$ cat config.mk
export PLATFORM = sky130hd
export DESIGN_NAME = fetch_prefetch
export DESIGN_NICKNAME = d
export VERILOG_FILES = /design/src/rtl/fetch_prefetch.sv
export SDC_FILE = /design/constraint.sdc
export NUM_CORES = 1
export LEC_CHECK = 0
export BUFFER_PORTS_ARGS = -buffer_cell sky130_fd_sc_hd__buf_2
export CORE_AREA = 2 2 108 110
export DETAILED_ROUTE_END_ITERATION = 16
export DIE_AREA = 0 0 110 112
export GPL_ROUTABILITY_DRIVEN = 1
export PLACE_DENSITY_LB_ADDON = 0.3
export SETUP_SLACK_MARGIN = 0.3
export SLEW_MARGIN = 20
export SYNTH_ARGS = -nofsm -noshare
export SYNTH_HDL_FRONTEND = slang
export SYNTH_SLANG_ARGS = --single-unit
export TNS_END_PERCENT = 5
$ cat constraint.sdc
create_clock -name clk -period 5.9 [get_ports clk]
set_clock_uncertainty 0.1 [all_clocks]
set_input_delay 0.59 -clock clk [delete_from_list [all_inputs] [get_ports clk]]
set_output_delay 0.59 -clock clk [all_outputs]
set_load 0.01 [all_outputs]
$ cat src/rtl/fetch_prefetch.sv
// Instruction prefetch buffer: drives read port 1 of the shared memory and
// queues PC-tagged instructions for decode behind a valid/ready handshake.
module fetch_prefetch #(
    parameter int              ADDR_W   = 16,
    parameter int              DATA_W   = 16,
    parameter int              DEPTH    = 4,
    parameter logic [ADDR_W-1:0] RESET_PC = '0
) (
    input  logic              clk,
    input  logic              reset,
    output logic              r_en1,
    output logic [ADDR_W-1:0] addr1,
    input  logic [DATA_W-1:0] r_data1,
    input  logic              redirect,
    input  logic [ADDR_W-1:0] redirect_pc,
    input  logic              halt,
    output logic              instr_valid,
    output logic [DATA_W-1:0] instr,
    output logic [ADDR_W-1:0] instr_pc,
    input  logic              instr_ready
);

    localparam int PW = $clog2(DEPTH);
    localparam int CW = PW + 1;
    localparam int UW = CW + 1;

    logic [ADDR_W-1:0] fetch_pc_q, fetch_pc_d;
    logic [ADDR_W-1:0] inflight_pc_q, inflight_pc_d;
    logic              inflight_q, inflight_d;
    logic [PW-1:0]     rd_ptr_q, rd_ptr_d;
    logic [PW-1:0]     wr_ptr_q, wr_ptr_d;
    logic [CW-1:0]     count_q, count_d;
    logic [DATA_W-1:0] data_q [DEPTH];
    logic [DATA_W-1:0] data_d [DEPTH];
    logic [ADDR_W-1:0] pc_q [DEPTH];
    logic [ADDR_W-1:0] pc_d [DEPTH];

    logic          pop;
    logic          push;
    logic          issue;
    logic [UW-1:0] used;

    assign instr_valid = (count_q != '0);
    assign instr       = data_q[rd_ptr_q];
    assign instr_pc    = pc_q[rd_ptr_q];
    assign pop         = instr_valid & instr_ready;
    assign push        = inflight_q & ~redirect;

    // Credit: a slot must exist for every outstanding read, net of this pop.
    assign used  = UW'(count_q) + UW'(inflight_q) - UW'(pop);
    assign issue = ~reset & ~redirect & ~halt & (used < UW'(DEPTH));
    assign r_en1 = issue;
    assign addr1 = fetch_pc_q;

    always_comb begin
        fetch_pc_d    = fetch_pc_q;
        inflight_pc_d = inflight_pc_q;
        inflight_d    = 1'b0;
        rd_ptr_d      = rd_ptr_q;
        wr_ptr_d      = wr_ptr_q;
        count_d       = count_q;
        data_d        = data_q;
        pc_d          = pc_q;
        if (redirect) begin
            fetch_pc_d = redirect_pc;
            rd_ptr_d   = '0;
            wr_ptr_d   = '0;
            count_d    = '0;
        end else begin
            if (issue) begin
                fetch_pc_d    = fetch_pc_q + ADDR_W'(1);
                inflight_d    = 1'b1;
                inflight_pc_d = fetch_pc_q;
            end
            if (push) begin
                data_d[wr_ptr_q] = r_data1;
                pc_d[wr_ptr_q]   = inflight_pc_q;
                wr_ptr_d         = wr_ptr_q + PW'(1);
            end
            if (pop) begin
                rd_ptr_d = rd_ptr_q + PW'(1);
            end
            count_d = count_q + CW'(push) - CW'(pop);
        end
    end

    always_ff @(posedge clk or posedge reset) begin
        if (reset) begin
            fetch_pc_q    <= RESET_PC;
            inflight_pc_q <= '0;
            inflight_q    <= 1'b0;
            rd_ptr_q      <= '0;
            wr_ptr_q      <= '0;
            count_q       <= '0;
        end else begin
            fetch_pc_q    <= fetch_pc_d;
            inflight_pc_q <= inflight_pc_d;
            inflight_q    <= inflight_d;
            rd_ptr_q      <= rd_ptr_d;
            wr_ptr_q      <= wr_ptr_d;
            count_q       <= count_d;
        end
    end

    // Storage carries no reset; validity is tracked solely by count.
    always_ff @(posedge clk) begin
        data_q <= data_d;
        pc_q   <= pc_d;
    end

endmodule

## After elaboration in Yosys (flattened, before gate mapping)

Cells that the tools add are included.

- Input bits: 37
- Memory bits (writable): 0
- Bits in read-only memories: 0
- Output and inout bits: 50
- Bits in latches: 0
- Memories kept: 0
- Register bits after elaboration: 168
- Word-level logic and storage cells: 61

- Magnitude comparators: 4
- Shift operators: 0
- Eq/ne operators: 0
- Reductions and logical operators: 7
- Multiplexer cells: 19
- Multipliers: 0
- Divide/modulo/power cells: 0
- Add/subtract/negate cells: 7
- Bitwise operators: 10

Operator list:

| operator | count |
|---|---|
| $bwmux W64 | 2 |
| $mux W16 | 7 |
| $bmux W16 S2 | 2 |
| $demux W16 S2 | 1 |
| $add A16 B1 Y16 const B | 1 |
| $mux W2 | 4 |
| $ge A3 B3 Y1 const B | 2 |
| $not A2 Y3 | 2 |
| $reduce_bool A2 Y1 | 3 |
| $and A1 B1 Y1 | 5 |
| $add A2 B1 Y2 const B | 2 |
| $add A3 B1 Y4 | 1 |
| $lt A4 B3 Y1 const B | 1 |
| $reduce_and A2 Y1 | 2 |
| $sub A4 B1 Y4 | 1 |
| $add A3 B1 Y3 | 1 |
| $lt A3 B1 Y1 const B | 1 |
| $mux W3 | 1 |
| $not A1 Y1 | 3 |
| $reduce_bool A3 Y1 | 1 |
| $sub A3 B1 Y3 | 1 |
| $mux W1 | 2 |
| $logic_and A1 B1 Y1 | 1 |

## Logic depth before layout (Yosys ltp)

Gate-level depths: netlist of the first run.

- Depth in word-level cells: 7
- Gate-level depth with buffers: 12
- Mapped depth without buffers: 10

## Least setup slack after synthesis of the first run

OpenSTA, ideal clock, no wires.

- Kind: register to output
- Start point: reg count_q[1]
- End point: out r_en1
- Cell stages (with the launch flop): 10
- Path buffers: 1
- Required time: 5.210 ns
- Arrival time: 2.205 ns
- Slack: 3.005 ns
- Path through: dfrtp_1 -> or3_1 -> and2_1 -> ha_1 -> inv_1 -> ha_1 -> nand3b_2 -> and4bb_4 -> buf_6 -> o211a_1

- Cells in the longest elaborated chain, start to end: 5
- Elaborated cells between the ends (all ways): 6
- Classes of those cells: add/sub: 2; order compare: 1; bitwise: 2; reduce/logical: 1

RTL lines:

| what | RTL line | text |
|---|---|---|
| start, declared | 32 | `logic [CW-1:0] count_q, count_d;` |
| start signal, assigned | 101 | `count_q <= count_d;` |
| $reduce_bool A3 Y1 | 43 | `assign instr_valid = (count_q != '0);` |
| net instr_valid | 17 | `output logic instr_valid,` |
| $and A1 B1 Y1 | 46 | `assign pop = instr_valid & instr_ready;` |
| $sub A4 B1 Y4 | 50 | `assign used = UW'(count_q) + UW'(inflight_q) - UW'(pop);` |
| $lt A4 B3 Y1 | 51 | `assign issue = ~reset & ~redirect & ~halt & (used < UW'(DEPTH));` |
| $and A1 B1 Y1 | 51 |  |
| end, declared | 11 | `output logic r_en1,` |

The timed path passes the listed nets, and every way through them passes these cells.

## Worst setup path in the final report of the first run

- Start point: reg count_q[1]
- End point: out r_en1

- Cells in the longest elaborated chain, start to end: 5
- Elaborated cells between the ends (all ways): 6
- Classes of those cells: add/sub: 2; order compare: 1; bitwise: 2; reduce/logical: 1

RTL lines:

| what | RTL line |
|---|---|
| branches (longest 2 deep; another with $add A3 B1 Y4) | n/a |
| $sub A4 B1 Y4 * | 50 |
| $lt A4 B3 Y1 * | 51 |
| $and A1 B1 Y1 * | 51 |

Every way passes the cells marked *.

==> results of run 1 <==
-- final cells by class --
class	instances	area, µm²
Multi-Input combinational cell	160	1770
Clock buffer	19	453
Clock inverter	13	144
Fill cell	688	3250
Timing Repair Buffer	93	483
Tap cell	143	179
Sequential cell	168	4850
Inverter	12	45.0
-- per-stage QoR --
step	power, W	setup WS [ps]
floorplan	0.00204	3000
global placement	0.00222	2660
detailed placement	0.00225	2560
CTS	0.00335	2490
global route	0.00347	2330
finish	0.00331	2500
-- cell usage in the layout (no fill, tap or decap), types with 10 or more instances in the layout --
master,instances
clkbuf_16,17
mux2_2,11
dfrtp_1,39
nor2_1,10
xor2_1,11
ha_1,10
edfxtp_1,128
buf_2,86
inv_1,12
mux4_2,32
nand2_1,12
-- tightest hold or removal path, cell delays in order --
cell and delay, ps:
buf_2 120, inv_1 50, buf_4 430
-- state kept, by name, indices dropped and copies added (netlist names) --
name and cells:
wr_ptr_q 2, data_q 64, count_q 3, pc_q 64
rd_ptr_q 2, addr1 16, inflight_pc_q 16, inflight_q 1
-- routing by layer --
metal	global-route usage [%]	part of all wire [%]
met1	29.6	42
met2	35.3	52
met3	5.39	4.6
met4	8.61	1.8
met5	0	0
-- worst max path at each step --
stage	start	end	slack, ps	cells past startpoint
final	count_q[1]	r_en1	2500	9
after floorplan	count_q[1]	r_en1	3000	9
after detailed placement	count_q[1]	inflight_pc_q[6]	2560	9
after CTS	count_q[1]	r_en1	2490	9
after global routing	count_q[1]	inflight_pc_q[10]	2330	9
after global placement	count_q[1]	inflight_pc_q[10]	2660	9
-- report_power, final --
| group | switching [W] | total, W | internal, W | leakage [nW] |
|---|---|---|---|---|
| clock network | 0.000439 | 0.00109 | 0.000649 | 0.282 |
| registers | 0.000141 | 0.00157 | 0.00143 | 1.64 |
| logic | 0.000298 | 0.000643 | 0.000345 | 1.01 |
| total | 0.000877 | 0.00331 | 0.00243 | 2.94 |
-- kinds of logic (layout without fill, tap and decap cells) --
logic type	Yosys count	in the layout
AO/OA/AOI/OAI	31	31
XOR/XNOR	17	17
adder cells (fa/ha/maj)	11	11
buffers and inverters	30	137
flip-flops	168	168
multiplexers	53	53
AND/OR/NAND/NOR	48	48
==> results.py, run 1 <==
metrics = {
    "status": {
        "status": "finished, final reports clean",
    },
    "worst_setup_path": {
        "path_buf_inv": 2,
        "end_kind": "output port",
        "rrSetupSlack_ps": 2530,
        "crit_arrival_ps": 2710,
        "crit_family": "simple AND/OR/NAND/NOR gates",
        "path_cells": "or3_1 > and2_1 > ha_1 > inv_1 > ha_1 > nand3b_2 > and4bb_4 > o211a_1 > buf_2",
        "r2r-end": "inflight_pc_q[10]",
        "critPathMaxFanout": 15,
        "slowest_stage": "dfrtp_1",
        "setup.worst_path.class": "register to output port",
        "crit_path_start_kind": "register",
        "crit_path_frequent_cell": "ha_1",
        "rr_startpoint": "count_q[1]",
        "ff2ff_path_depth": 9,
        "slowest_delay_ps": 430,
        "worstPathRequired_ps": 5210,
    },
    "global_route": {
        "grt_pass1_vias": 3662,
        "antenna_found_initial": 0,
        "grt-ovfl-total": 0,
        "track_usage_pct": 22.1,
        "grt_pass1_wl_mm": 19.8,
        "grt_max_degree": 41,
    },
    "routing": {
        "ant_nets": 0,
        "avgViaCountPerCell": 5.67,
        "vias": 3446,
        "wl_per_cell_um": 19.8,
        "routed_wl_mm": 12.0,
        "drc": 0,
        "first_pass_iters": 4,
        "drt_iter0_drc": 142,
    },
    "cells_and_area": {
        "postLayoutCellArea_mm2": 0.00792,
        "area_growth_pct": 17.1,
        "final_nets": 500,
        "final-instance-count-excl-fill": 608,
        "drive_above_1_share_pct": 39.4,
        "post-route-util_pct": 70.9,
        "antenna_cells": 0,
    },
    "yosys": {
        "synth_edf_count": 128,
        "netlist_top_cells_area": "edfxtp_1 (57%), dfrtp_1 (15%), mux4_2 (11%)",
        "ys_async_sr_fraction_pct": 23.8,
        "synth_mux_area_share_pct": 14.6,
        "synthSimpleGateAreaFrac_pct": 4.03,
        "synth_area_leader_cell": "edfxtp_1",
        "synthMostInstantiatedCell": "edfxtp_1",
        "synthTopCellsByCount": "edfxtp_1 (128), dfrtp_1 (40), mux4_2 (32)",
        "synthCells": 358,
        "synth-adder-area-share_pct": 2.15,
        "synth_top_area_share_pct": 56.8,
        "synth_xor_area_share_pct": 2.20,
        "synth_top_family_by_area": "multiplexers",
        "ys.flop_type": "edfxtp_1",
        "synth-seq-cells": 168,
        "syn_area_per_cell_um2": 18.9,
        "synthDistinctLibCells": 39,
        "synth.net_count": 406,
        "yosysSeqAreaShare_pct": 71.6,
        "synth_compound_area_share_pct": 3.24,
        "ys_warn_count": 0,
        "synth_area_mm2": 0.00677,
    },
    "sta": {
        "slew_viol_final": 0,
        "worst_slew_margin_rel_pct": 44.9,
        "hold_viol_final": 0,
        "holdWs_ps": 222,
        "min_period_ps": 3400,
        "max_slew.worst_pin.slew_ps": 826,
        "clock.fmax_mhz": 294,
        "rsz0062_at_grt": "false",
        "period_share_pct": 57.6,
        "setup_tns_ps": 0,
        "setup_violations": 0,
    },
    "place": {
        "place_congestion": 0.854,
        "io_buffers": 86,
        "dp.cells": 576,
        "place_area_mm2": 0.00732,
        "place_hpwl_mm": 7.40,
    },
    "die": {
        "start_util_pct": 60.5,
        "die_width_um": 110,
        "die_area_mm2": 0.0123,
        "io_pins": 87,
        "fp.coreArea_mm2": 0.0112,
        "die_y_um": 112,
        "row_count": 39,
    },
    "min_path": {
        "min_path_type": "input pin to asynchronous set/reset pin",
    },
    "cts": {
        "cts-root-buf": "clkbuf_16",
        "cts_tree": "yes",
        "htreeDepth": 4,
        "cts_hold_buf": 0,
        "cts_sinks": 168,
        "clkTransAtPathRegs_ps": 70,
        "cts_resized": 0,
        "cts_made_buffers": 17,
        "clock_path_buffers": 2,
        "cts_setup_buffers": 0,
        "worstSkewPairLatency_ps": 420,
    },
    "power": {
        "p_leak_nw": 2.94,
        "power_density_mw_per_mm2": 417,
        "ir_worst_vdd_mv": 0.228,
    },
    "run": {
        "max_cap_violations": 0,
    },
}
(Power assumes the default switching activity.)
==> run 2, diff against run 1 <==
- CORE_AREA: 2 2 108 110 -> 2 2 112 114
- DIE_AREA: 0 0 110 112 -> 0 0 114 116
- clock period: 5.9 -> 3.3 ns (I/O delays scaled with it)
==> run 2 against run 1 <==
Effect of this change: clock power grew 85%; worst setup slack lost 2100 ps; sequential power grew 79%; clock-buffer cell count grew 6; via count grew 0.78%; first-iteration DRC count grew 100%; combinational power grew 110%; critical path depth grew 1; largest cell class unchanged; largest power group unchanged.
==> results.py, run 2 (synthesized netlist as in run 1, its figures left out) <==
metrics = {
    "status": {
        "status": "finished, final reports clean",
    },
    "min_path": {
        "holdPathEnd": "data_q[54]",
        "hold_depth": 1,
        "min_path_type": "input pin to register",
        "worstHoldStart": "r_data1[6]",
    },
    "cts": {
        "worstSkewPairLatency_ps": 420,
        "htreeDepth": 4,
        "clock_path_buffers": 2,
        "cts-root-buf": "clkbuf_16",
        "cts_tree": "yes",
        "cts_sinks": 168,
        "cts_made_buffers": 17,
        "clkTransAtPathRegs_ps": 60,
    },
    "cells_and_area": {
        "area_growth_pct": 19.2,
        "final_nets": 509,
        "antenna_cells": 0,
        "drive_above_1_share_pct": 41.1,
        "fillCellCount": 778,
        "top_regs": "data_q: 64 flops, pc_q: 64 flops",
        "layout_commonest_cell": "edfxtp_1",
        "final-instance-count-excl-fill": 621,
        "post-route-util_pct": 67.7,
        "final_cell_mix": "edfxtp_1 (128), buf_2 (86), dfrtp_1 (39)",
    },
    "die": {
        "fp.coreArea_mm2": 0.0119,
        "row_count": 40,
        "io_pins": 87,
        "die_area_mm2": 0.0132,
        "die_y_um": 116,
        "die_width_um": 114,
        "start_util_pct": 56.8,
    },
    "power": {
        "pwr-share-comb_pct": 21.6,
        "swShare_pct": 25.5,
        "p_int_w": 0.00458,
        "power_density_mw_per_mm2": 763,
        "switchingPower_w": 0.00157,
        "total_power_w": 0.00615,
        "clkPwrFrac_pct": 32.8,
        "ir_worst_vdd_mv": 0.379,
        "seqPwrFrac_pct": 45.7,
        "p_leak_nw": 3.03,
    },
    "worst_setup_path": {
        "rrSetupSlack_ps": 480,
        "end_kind": "output port",
        "crit_family": "simple AND/OR/NAND/NOR gates",
        "crit_cells": 10,
        "path_cells": "or3_4 > and2_4 > ha_1 > inv_1 > ha_4 > nand3b_4 > a21oi_4 > buf_6 > o211a_1 > buf_2",
        "rr_startpoint": "count_q[1]",
        "crit_arrival_ps": 2480,
        "ff2ff_path_depth": 11,
        "crit_path_start_kind": "register",
        "path_buf_inv": 3,
        "setup.worst_path.class": "register to output port",
        "slowest_stage": "dfrtp_1",
        "worstPathRequired_ps": 2870,
        "slowest_delay_ps": 390,
        "r2r-end": "addr1[15]",
        "critPathMaxFanout": 7,
    },
    "routing": {
        "avgViaCountPerCell": 5.59,
        "drt_iter0_drc": 287,
        "routed_wl_mm": 11.8,
        "ant_nets": 0,
        "vias": 3473,
        "first_pass_iters": 4,
        "drc": 0,
        "wl_per_cell_um": 19.0,
    },
    "sta": {
        "period_share_pct": 88.3,
        "max_slew.worst_pin.slew_ps": 977,
        "holdWs_ps": 25.1,
        "setup_violations": 0,
        "min_period_ps": 2910,
        "setup_tns_ps": 0,
        "hold_viol_final": 0,
        "rsz0062_at_grt": "false",
        "worst_slew_margin_rel_pct": 34.8,
        "clock.fmax_mhz": 343,
        "slew_viol_final": 0,
    },
    "run": {
        "max_cap_violations": 0,
    },
    "place": {
        "place_hpwl_mm": 7.48,
        "io_buffers": 86,
        "dp.cells": 580,
        "place_congestion": 0.859,
    },
    "global_route": {
        "track_usage_pct": 19.6,
        "grt_max_degree": 33,
        "antenna_found_initial": 0,
        "grt_pass1_wl_mm": 19.0,
        "grt_pass1_vias": 3643,
        "grt-ovfl-total": 0,
    },
}
run 2: cell types whose count changed in the layout (fill, tap and decap cells not counted), sizes merged:
| cell | change |
|---|---|
| buf | +9 |
| clkinvlp | -3 |
| clkbuf | +6 |
| inv | -3 |
run 2: worst max-delay path by stage:
| stage | from | end | slack, ps |
|---|---|---|---|
| floorplan | count_q[1] | inflight_pc_q[0] | 470 |
| global placement | count_q[1] | inflight_pc_q[11] | 350 |
| detailed placement | count_q[1] | inflight_pc_q[4] | 270 |
| CTS | count_q[1] | r_en1 | 330 |
| global route | count_q[1] | r_en1 | 310 |
| finish | count_q[1] | r_en1 | 390 |
run 2: timing repair:
item | 4_1_cts | 5_1_grt
cloned | 0 | 0
pin swaps | 1 | 1
buffers inserted | 3 | 6
hold buffers | 0 | 0
resized for setup | 2 | 3
endpoints found under the setup margin | 11 | 1
run 2: worst reg2reg max path, delay by kind of cell (launching register included):
kind	cells	cell delay (ps)
and+or+nand+nor	6	1470
DFF	1	390
buffers and inverters	2	240
AOI/OAI and AO/OA	1	170
adders and majority gates	2	380
run 2: power by group through the flow:
stage | combinational, W | clock, W | sequential [W]
final | 0.00133 | 0.00202 | 0.00281
after floorplan | 0.000906 | 0 | 0.00273
after detailed placement | 0.00120 | 0 | 0.00286
after global placement | 0.00117 | 0 | 0.00283
after global routing | 0.00145 | 0.00214 | 0.00285
after CTS | 0.00123 | 0.00204 | 0.00282
run 2: area by class of cell:
cell class / count / area (µm²) / area share [%]
Clock inverter: 7 / 87.6 / 1.09
Inverter: 12 / 45.0 / 0.559
Timing Repair Buffer: 102 / 567 / 7.03
Tap cell: 147 / 184 / 2.28
Multi-Input combinational cell: 160 / 1800 / 22.4
Sequential cell: 168 / 4850 / 60.1
Clock buffer: 25 / 529 / 6.56
run 2: routing by layer:
layer / wire length, µm / GRT usage [%] / up-vias / part of all wire (%)
li1: - / - / 1611 / -
met1: 5250 / 26.4 / 1737 / 45
met2: 5750 / 31.0 / 113 / 49
met3: 632 / 5.07 / 12 / 5.4
met4: 167 / 8.21 / 0 / 1.4
met5: 0 / 0 / - / 0
run 2: through the flow:
stage	setup slack [ps]	instance area, µm²
4_1_cts	330	7990
5_1_grt	314	8060
6_report	385	8060
3_3_place_gp	347	7350
3_5_place_dp	271	7350
2_1_floorplan	466	6770
